$ cat config.mk
export PLATFORM = sky130hd
export DESIGN_NAME = ternary_neuron_accum
export DESIGN_NICKNAME = d
export VERILOG_FILES = /design/src/rtl/ternary_neuron_pkg.sv /design/src/rtl/tn_sat_addsub.sv /design/src/rtl/ternary_neuron_accum.sv
export SDC_FILE = /design/constraint.sdc
export NUM_CORES = 1
export LEC_CHECK = 0
export BUFFER_PORTS_ARGS = -buffer_cell sky130_fd_sc_hd__buf_4
export CAP_MARGIN = 20
export CORE_UTILIZATION = 45
export DETAILED_ROUTE_END_ITERATION = 16
export HOLD_SLACK_MARGIN = 0.05
export PLACE_DENSITY = 0.79
export RECOVER_POWER = 100
export SETUP_SLACK_MARGIN = 0.3
export SLEW_MARGIN = 10
export SYNTH_ARGS = -nofsm -noshare
export SYNTH_HDL_FRONTEND = slang
export SYNTH_SLANG_ARGS = --single-unit
$ cat constraint.sdc
create_clock -name clk -period 12.2 [get_ports clk]
set_input_delay 1.22 -clock clk [delete_from_list [all_inputs] [get_ports clk]]
set_output_delay 1.22 -clock clk [all_outputs]
set_load 0.01 [all_outputs]
$ cat src/rtl/ternary_neuron_pkg.sv
// rtl/ternary_neuron_pkg.sv - shared types and defaults for the ternary neuron accumulator
package ternary_neuron_pkg;

   localparam int ACC_W_DEFAULT      = 10;
   localparam int CHUNKS_MAX_DEFAULT = 16;
   localparam int CNT_W_DEFAULT      = 5;

   // Ternary activation code; 2'b10 is never produced.
   typedef logic [1:0] act_t;
   localparam act_t ACT_ZERO = 2'b00;
   localparam act_t ACT_POS  = 2'b01;
   localparam act_t ACT_NEG  = 2'b11;

   typedef enum logic [0:0] {
      ACCUM = 1'b0,
      DONE  = 1'b1
   } state_t;

endpackage

$ cat src/rtl/tn_sat_addsub.sv
// rtl/tn_sat_addsub.sv - combinational signed acc + a - b with saturation
//
// Ports:
//   i_acc  signed accumulator value (ACC_W)
//   i_add  unsigned count added (CNT_W)
//   i_sub  unsigned count subtracted (CNT_W)
//   o_sum  clamped signed result (ACC_W)
//   o_sat  result was clamped
module tn_sat_addsub #(
   parameter int ACC_W = 10,
   parameter int CNT_W = 5
) (
   input  logic [ACC_W-1:0] i_acc,
   input  logic [CNT_W-1:0] i_add,
   input  logic [CNT_W-1:0] i_sub,
   output logic [ACC_W-1:0] o_sum,
   output logic             o_sat
);

   localparam logic [ACC_W-1:0] MAX_POS = {1'b0, {(ACC_W-1){1'b1}}};
   localparam logic [ACC_W-1:0] MIN_NEG = {1'b1, {(ACC_W-1){1'b0}}};

   logic [ACC_W:0] w_ext;
   logic           w_ovf;

   // One guard bit is enough: |add - sub| <= 2^CNT_W - 1 stays well inside
   // the extra range as long as ACC_W >= 7.
   assign w_ext = {i_acc[ACC_W-1], i_acc}
                + {{(ACC_W+1-CNT_W){1'b0}}, i_add}
                - {{(ACC_W+1-CNT_W){1'b0}}, i_sub};

   // Guard bit disagreeing with the sign bit means the true result left the ACC_W range.
   assign w_ovf = w_ext[ACC_W] ^ w_ext[ACC_W-1];

   assign o_sum = w_ovf ? (w_ext[ACC_W] ? MIN_NEG : MAX_POS) : w_ext[ACC_W-1:0];
   assign o_sat = w_ovf;

endmodule

$ cat src/rtl/ternary_neuron_accum.sv
// rtl/ternary_neuron_accum.sv - multi-beat signed accumulator with ternary thresholding
//
// Ports:
//   clk, rst_n            clock, asynchronous active-low reset
//   in_valid/in_ready     beat handshake, in_last marks the final beat
//   pos_count, neg_count  popcounts under +1 / -1 weights
//   thr_hi, thr_lo        signed thresholds, sampled with the last beat
//   out_valid/out_ready   result handshake
//   out_act               01 = +1, 11 = -1, 00 = 0
//   out_sum               final signed sum
//   out_sat, out_err      saturation seen / too many beats
module ternary_neuron_accum
   import ternary_neuron_pkg::*;
#(
   parameter int ACC_W      = ACC_W_DEFAULT,
   parameter int CHUNKS_MAX = CHUNKS_MAX_DEFAULT,
   parameter int CNT_W      = CNT_W_DEFAULT
) (
   input  logic             clk,
   input  logic             rst_n,
   input  logic             in_valid,
   output logic             in_ready,
   input  logic             in_last,
   input  logic [CNT_W-1:0] pos_count,
   input  logic [CNT_W-1:0] neg_count,
   input  logic [ACC_W-1:0] thr_hi,
   input  logic [ACC_W-1:0] thr_lo,
   output logic             out_valid,
   input  logic             out_ready,
   output logic [1:0]       out_act,
   output logic [ACC_W-1:0] out_sum,
   output logic             out_sat,
   output logic             out_err
);

   // Counter must hold CHUNKS_MAX+1 so an overlong evaluation stays visible.
   localparam int              CB_W   = $clog2(CHUNKS_MAX + 2);
   localparam logic [CB_W-1:0] C_MAX  = CB_W'(CHUNKS_MAX);
   localparam logic [CB_W-1:0] C_TOP  = CB_W'(CHUNKS_MAX + 1);

   state_t           r_state;
   logic [ACC_W-1:0] r_acc;
   logic [CB_W-1:0]  r_beats;
   logic             r_sat;
   logic             r_err;
   act_t             r_out_act;
   logic [ACC_W-1:0] r_out_sum;
   logic             r_out_sat;
   logic             r_out_err;

   logic [ACC_W-1:0] w_acc_next;
   logic             w_clamped;
   logic             w_sat_next;
   logic             w_err_next;
   act_t             w_act;

   tn_sat_addsub #(
      .ACC_W (ACC_W),
      .CNT_W (CNT_W)
   ) u_addsub (
      .i_acc (r_acc),
      .i_add (pos_count),
      .i_sub (neg_count),
      .o_sum (w_acc_next),
      .o_sat (w_clamped)
   );

   assign w_sat_next = r_sat | w_clamped;
   assign w_err_next = r_err | (r_beats == C_MAX);

   // Upper threshold is tested first so +1 wins when the thresholds overlap.
   always_comb begin
      w_act = ACT_ZERO;
      if ($signed(w_acc_next) > $signed(thr_hi)) begin
         w_act = ACT_POS;
      end else if ($signed(w_acc_next) < $signed(thr_lo)) begin
         w_act = ACT_NEG;
      end
   end

   always_ff @(posedge clk or negedge rst_n) begin
      if (!rst_n) begin
         r_state   <= ACCUM;
         r_acc     <= '0;
         r_beats   <= '0;
         r_sat     <= 1'b0;
         r_err     <= 1'b0;
         r_out_act <= ACT_ZERO;
         r_out_sum <= '0;
         r_out_sat <= 1'b0;
         r_out_err <= 1'b0;
      end else begin
         case (r_state)
            ACCUM: begin
               if (in_valid) begin
                  r_acc <= w_acc_next;
                  r_sat <= w_sat_next;
                  r_err <= w_err_next;
                  if (r_beats != C_TOP) begin
                     r_beats <= r_beats + CB_W'(1);
                  end
                  if (in_last) begin
                     r_out_act <= w_act;
                     r_out_sum <= w_acc_next;
                     r_out_sat <= w_sat_next;
                     r_out_err <= w_err_next;
                     r_state   <= DONE;
                  end
               end
            end
            DONE: begin
               // Result registers keep their values; only the evaluation state is cleared.
               if (out_ready) begin
                  r_acc   <= '0;
                  r_beats <= '0;
                  r_sat   <= 1'b0;
                  r_err   <= 1'b0;
                  r_state <= ACCUM;
               end
            end
            default: r_state <= ACCUM;
         endcase
      end
   end

   assign in_ready  = (r_state == ACCUM);
   assign out_valid = (r_state == DONE);
   assign out_act   = r_out_act;
   assign out_sum   = r_out_sum;
   assign out_sat   = r_out_sat;
   assign out_err   = r_out_err;

endmodule

* Word level (Yosys, flattened, before mapping)
Index checks and enable logic that the tools add are counted. W data, S select, Z words.
Storage, ports and cells: bits in registers 32, output and inout port bits 16, word-level logic and storage cells 46
Cells by class: $add $sub $neg 3, $lt $le $gt $ge 2, equal/unequal tests 5, mux-type cells 20, bitwise logic cells 4, reductions and logical operators 3
Operators with widths (number):
- $mux W10 | 4
- $pmux W10 S2 | 1
- $mux W5 | 3
- $add A10 B6 Y11 | 1
- $sub A11 B5 Y11 | 1
- $gt A10 B10 Y1 | 1
- $lt A10 B10 Y1 | 1
- $pmux W5 S2 | 1
- $mux W1 | 6
- $pmux W1 S2 | 3
- $reduce_and A3 Y1 | 2
- $add A5 B1 Y5 const B | 1
- $eq A5 B5 Y1 const B | 1
- $ne A5 B5 Y1 const B | 1
- $mux W2 | 2
- $ne A2 B2 Y1 const B | 2
- $ne A2 B1 Y1 const B | 1
- $or A1 B1 Y1 | 2
- $reduce_and A2 Y1 | 1
- $not A1 Y1 | 1
- $xor A1 B1 Y1 | 1

* Logic depth before layout (Yosys ltp)
depth after elaboration 7, depth in mapped cells 19, gate-level depth less buffers 18

* By module
From an unflattened synthesis, not the netlist that was laid out.
Second synthesis, totals: cell total of the unflattened synthesis 293, area, all modules 2751.4 um^2
By module, submodules not included:
- ternary_neuron_accum | times used 1, cells each 167, area an instance 1771.7 um^2, seq. area each 800.8 um^2
- tn_sat_addsub | times used 1, cells each 126, area an instance 979.7 um^2, seq. area each 0.0 um^2

* Least setup slack after synthesis
Ideal clock, no wire load.
path type input to register, start input port pos_count[1], end register r_out_act[1], in the netlist out_act[1], library setup time 0.095 ns, arrival time 4.830 ns, slack 7.275 ns, stages on the path 18, path buffers 1, path through inv_1 -> fa_1 -> inv_1 -> fa_1 -> a21o_1 -> a221oi_2 -> o21ai_2 -> buf_6 -> and3_1 -> o21ai_2 -> inv_1 -> ha_1 -> a21oi_1 -> o21ai_0 -> o31a_1 -> o21a_1 -> o31a_1 -> o31ai_1
On the way: cells in the longest elaborated chain, start to end 7, elaborated cells on any way between the ends 9
RTL lines:
- from (decl) | line ternary_neuron_accum.sv:24 | input logic [CNT_W-1:0] pos_count,
- $add A10 B6 Y11 (*) | line tn_sat_addsub.sv:29 | + {{(ACC_W+1-CNT_W){1'b0}}, i_add}
- $sub A11 B5 Y11 (*) | line tn_sat_addsub.sv:30 | - {{(ACC_W+1-CNT_W){1'b0}}, i_sub};
- $mux W10 or $xor A1 B1 Y1 (tied branches) | line tn_sat_addsub.sv:35, tn_sat_addsub.sv:33
- $mux W10 (*) | line tn_sat_addsub.sv:35 | assign o_sum = w_ovf ? (w_ext[ACC_W] ? MIN_NEG : MAX_POS) : w_ext[ACC_W-1:0];
- via u_addsub.o_sum[3] | line tn_sat_addsub.sv:16 | output logic [ACC_W-1:0] o_sum,
- $lt A10 B10 Y1 | line ternary_neuron_accum.sv:76 | end else if ($signed(w_acc_next) < $signed(thr_lo)) begin
- $mux W2 | line ternary_neuron_accum.sv:76
- $mux W2 (*) | line ternary_neuron_accum.sv:74 | if ($signed(w_acc_next) > $signed(thr_hi)) begin
- to (signal assigned) | line ternary_neuron_accum.sv:103 | r_out_act <= w_act;
- to (decl) | line ternary_neuron_accum.sv:46 | act_t r_out_act;
The timed path passes the listed nets; every way through them passes the cells marked *. A chain may end at the register's enable or synchronous reset.

* Final worst setup path
start input port pos_count[1], end register r_out_act[0], in the netlist out_act[0]
Same word-level chain as after synthesis.

==> results.md <==
* Share of cells above drive strength 1 at 0.161
* Worst-path clk slew at 70 ps
* # Max-Cap Violations at 1
* Total die area at 6170 µm²
* Root Buffer Master: clkbuf_8
* Commonest cells after routing, fill and taps aside: 53 x inv_1, 33 x ha_1, 32 x dfrtp_1
* Hold_sp: out_err$_DFFE_PN0P_
* CP Data Required Time at 12350 ps
* # setup viols final at 0
* Vias per cell at 5.47
* Slew @ Worst Pin at 1640 ps
* Dpl hpwl at 4710 µm
* Syn Nets at 364
* Remaining DRCs at 0
* Worst reg2reg startpoint: r_acc[1]$_DFFE_PN0P_
* Clock Tree Buf Depth at 2
* Clock skew at 11.6 ps
* Worst Path Arrival at 6060 ps
* Initial antenna violation count at 0
* Chip width at 78.5 µm
* Yosys cell types at 53
* CTS Sinks at 32
* Final WL at 6000 µm
* Vias in the first global route at 2358
* Min cycle time layout at 5900 ps
* GRT Overall Usage at 0.220
* Hold crit path type: reg -> reg
* Critical path class: in -> reg
* Sequential share of the synthesized area at 0.304
* Final core occ at 0.547
* Synthesized area per cell at 9.06 µm²
* Worst path slowest cell: o21ai_0
* Period utilization at 0.484
* Asr flop ratio synth at 1.00
* Setup_tns at 0 ps
* Most common cell after layout, fill and taps aside: inv_1
* Gr ovfl total at 0
* DRT iter0 DRCs at 183
* Max FO, Critical Path at 11
* Pin count of the biggest net entering global routing at 33
* CP peak stage delay at 560 ps
* Setup crit end kind: flop
* CTS tree: yes
* Peak Freq at 0.169 GHz
* Total number of vias at 2264
* Final hold violation count at 0
* Synthesized area at 2640 µm²
* # diodes at 0
* Core area at 5570 µm²
* Die height at 78.5 µm
* Post-synth EDFFs at 0
* Layout net count at 414
* Post-synthesis register bit count at 32
* Layout area overhead at 15.7%
* Worst-Skew Late Latency at 290 ps
* H-tree Lvls at 2
* Num CTS Buffers at 5
* Final ANT Viol Nets at 0
* Top delay family on crit path: compound AO/OA/AOI/OAI gates
* Row cnt at 27
* Hold Path Cell Cnt at 2
* Initial core utilization at 0.473
* Internal reg-to-reg setup slack at 7020 ps
* Setup Buffers After CTS at 0
* Slew headroom at -0.0942
* CTS resizes at 0
* Routed WL per cell at 14.5 µm
* Final estimated routing congestion in global placement at 0.846
* WHS Endpoint: out_err$_DFFE_PN0P_
* First-pass GRT wire length at 10700 µm
* Ys flop type: dfrtp_1
* Cells after Synth at 291
* RSZ-0062 raised after global routing: no
* Multi-input logic area at 1540 µm²
* Drt pass-1 iters at 4
* IO Port Bufs at 50
* Worst r2r dst: out_act[0]$_DFFE_PN0P_
* Fin. max-slew vios at 33
* R2R depth at 15
* Flip-flop and latch area at 801 µm²
* CTS Hold Bufs at 0
* Yosys Warn Count at 0
* Worst Path Buf+Inv at 3
* Crit path launch type: input pin
* Ports at 51
* Fill count at 524
* Crit-path cells: clkbuf_4 -> inv_1 -> fa_1 -> inv_1 -> fa_1 -> a21o_1 -> a221oi_1 -> o21ai_0 -> a21oi_1 -> o21ai_0 -> ha_1 -> nand4_1 -> nor4_1 -> o31ai_2 -> a32oi_1 -> a31oi_1
* Failing checks: capacitance limit, slew limit
* Status: complete, but fails checks
-- worst reg2reg max path, stage by stage, from the launching register on --
cell      delay (ps)
dfrtp_1          360
inv_1             60
fa_1             480
inv_1             70
fa_1             460
a21o_1           210
a221oi_1         420
o21ai_0          560
a21oi_1          560
o21ai_0          420
ha_1             430
nand4_1          100
nor4_1           390
o31ai_2          120
a32oi_1          300
a31oi_1          120
-- per-layer routing --
metal	vias to the layer above	track usage	part of all wire
met5	-	0	0
met4	0	0.0815	0.014
met3	11	0.0500	0.058
met2	65	0.362	0.48
met1	1085	0.281	0.45
li1	1103	-	-
-- cell type report --
cell class / instances / area share
Timing Repair Buffer: 50 / 0.102
Clock inverter: 3 / 0.0139
Inverter: 53 / 0.0652
Sequential cell: 32 / 0.263
Clock buffer: 5 / 0.0226
Multi-Input combinational cell: 199 / 0.504
Tap cell: 72 / 0.0295
-- cell usage after synthesis (4+ instances only) --
master | instances | share of area
a21oi_1 | 13 | 0.025
a21oi_2 | 6 | 0.020
a22o_1 | 5 | 0.017
and3_1 | 6 | 0.014
clkbuf_1 | 4 | 0.0057
dfrtp_1 | 32 | 0.30
fa_1 | 5 | 0.038
ha_1 | 33 | 0.16
inv_1 | 53 | 0.075
nand2_1 | 28 | 0.040
nand4_1 | 6 | 0.014
nor2_1 | 10 | 0.014
nor3_1 | 5 | 0.0095
o21ai_0 | 18 | 0.034
o21ai_2 | 5 | 0.017
xor2_1 | 8 | 0.027
-- stage by stage --
stage               worst slack [ps]  std cells  hold slack (ps)  area, µm²
floorplan                       7270        291              439       2640
global placement                6970        406              457       3060
detailed placement              6810        406              467       3060
CTS                             7120        414              487       3170
global route                    6030        414              506       3050
finish                          6300        414              485       3050
-- state kept, by name, summed over array words and instances (netlist names) --
| name | count |
|---|---|
| r_sat | 1 |
| r_acc | 10 |
| out_sum | 10 |
| r_beats | 5 |
| out_err | 1 |
| r_err | 1 |
| out_sat | 1 |
| out_valid | 1 |
| out_act | 2 |
-- logic make-up after synthesis --
family / after synthesis / synth area share
simple gates: 66 / 0.119
buf+inv: 60 / 0.0911
xor+xnor: 10 / 0.0332
flops: 32 / 0.304
fa+ha+maj: 39 / 0.199
compound gates: 79 / 0.228
mux: 5 / 0.0256
-- worst max-delay path by stage --
stage,from,depth (start not counted),to
after floorplan,pos_count[1],18,out_act[1]$_DFFE_PN0P_
after global placement,pos_count[1],18,out_act[1]$_DFFE_PN0P_
after detailed placement,pos_count[1],18,out_act[1]$_DFFE_PN0P_
after CTS,pos_count[1],18,out_act[1]$_DFFE_PN0P_
after global routing,pos_count[1],16,out_act[0]$_DFFE_PN0P_
final,pos_count[1],16,out_act[0]$_DFFE_PN0P_
Power is not shown: default switching activity piles up to over one toggle a cycle in this logic, so the estimate is an artifact.
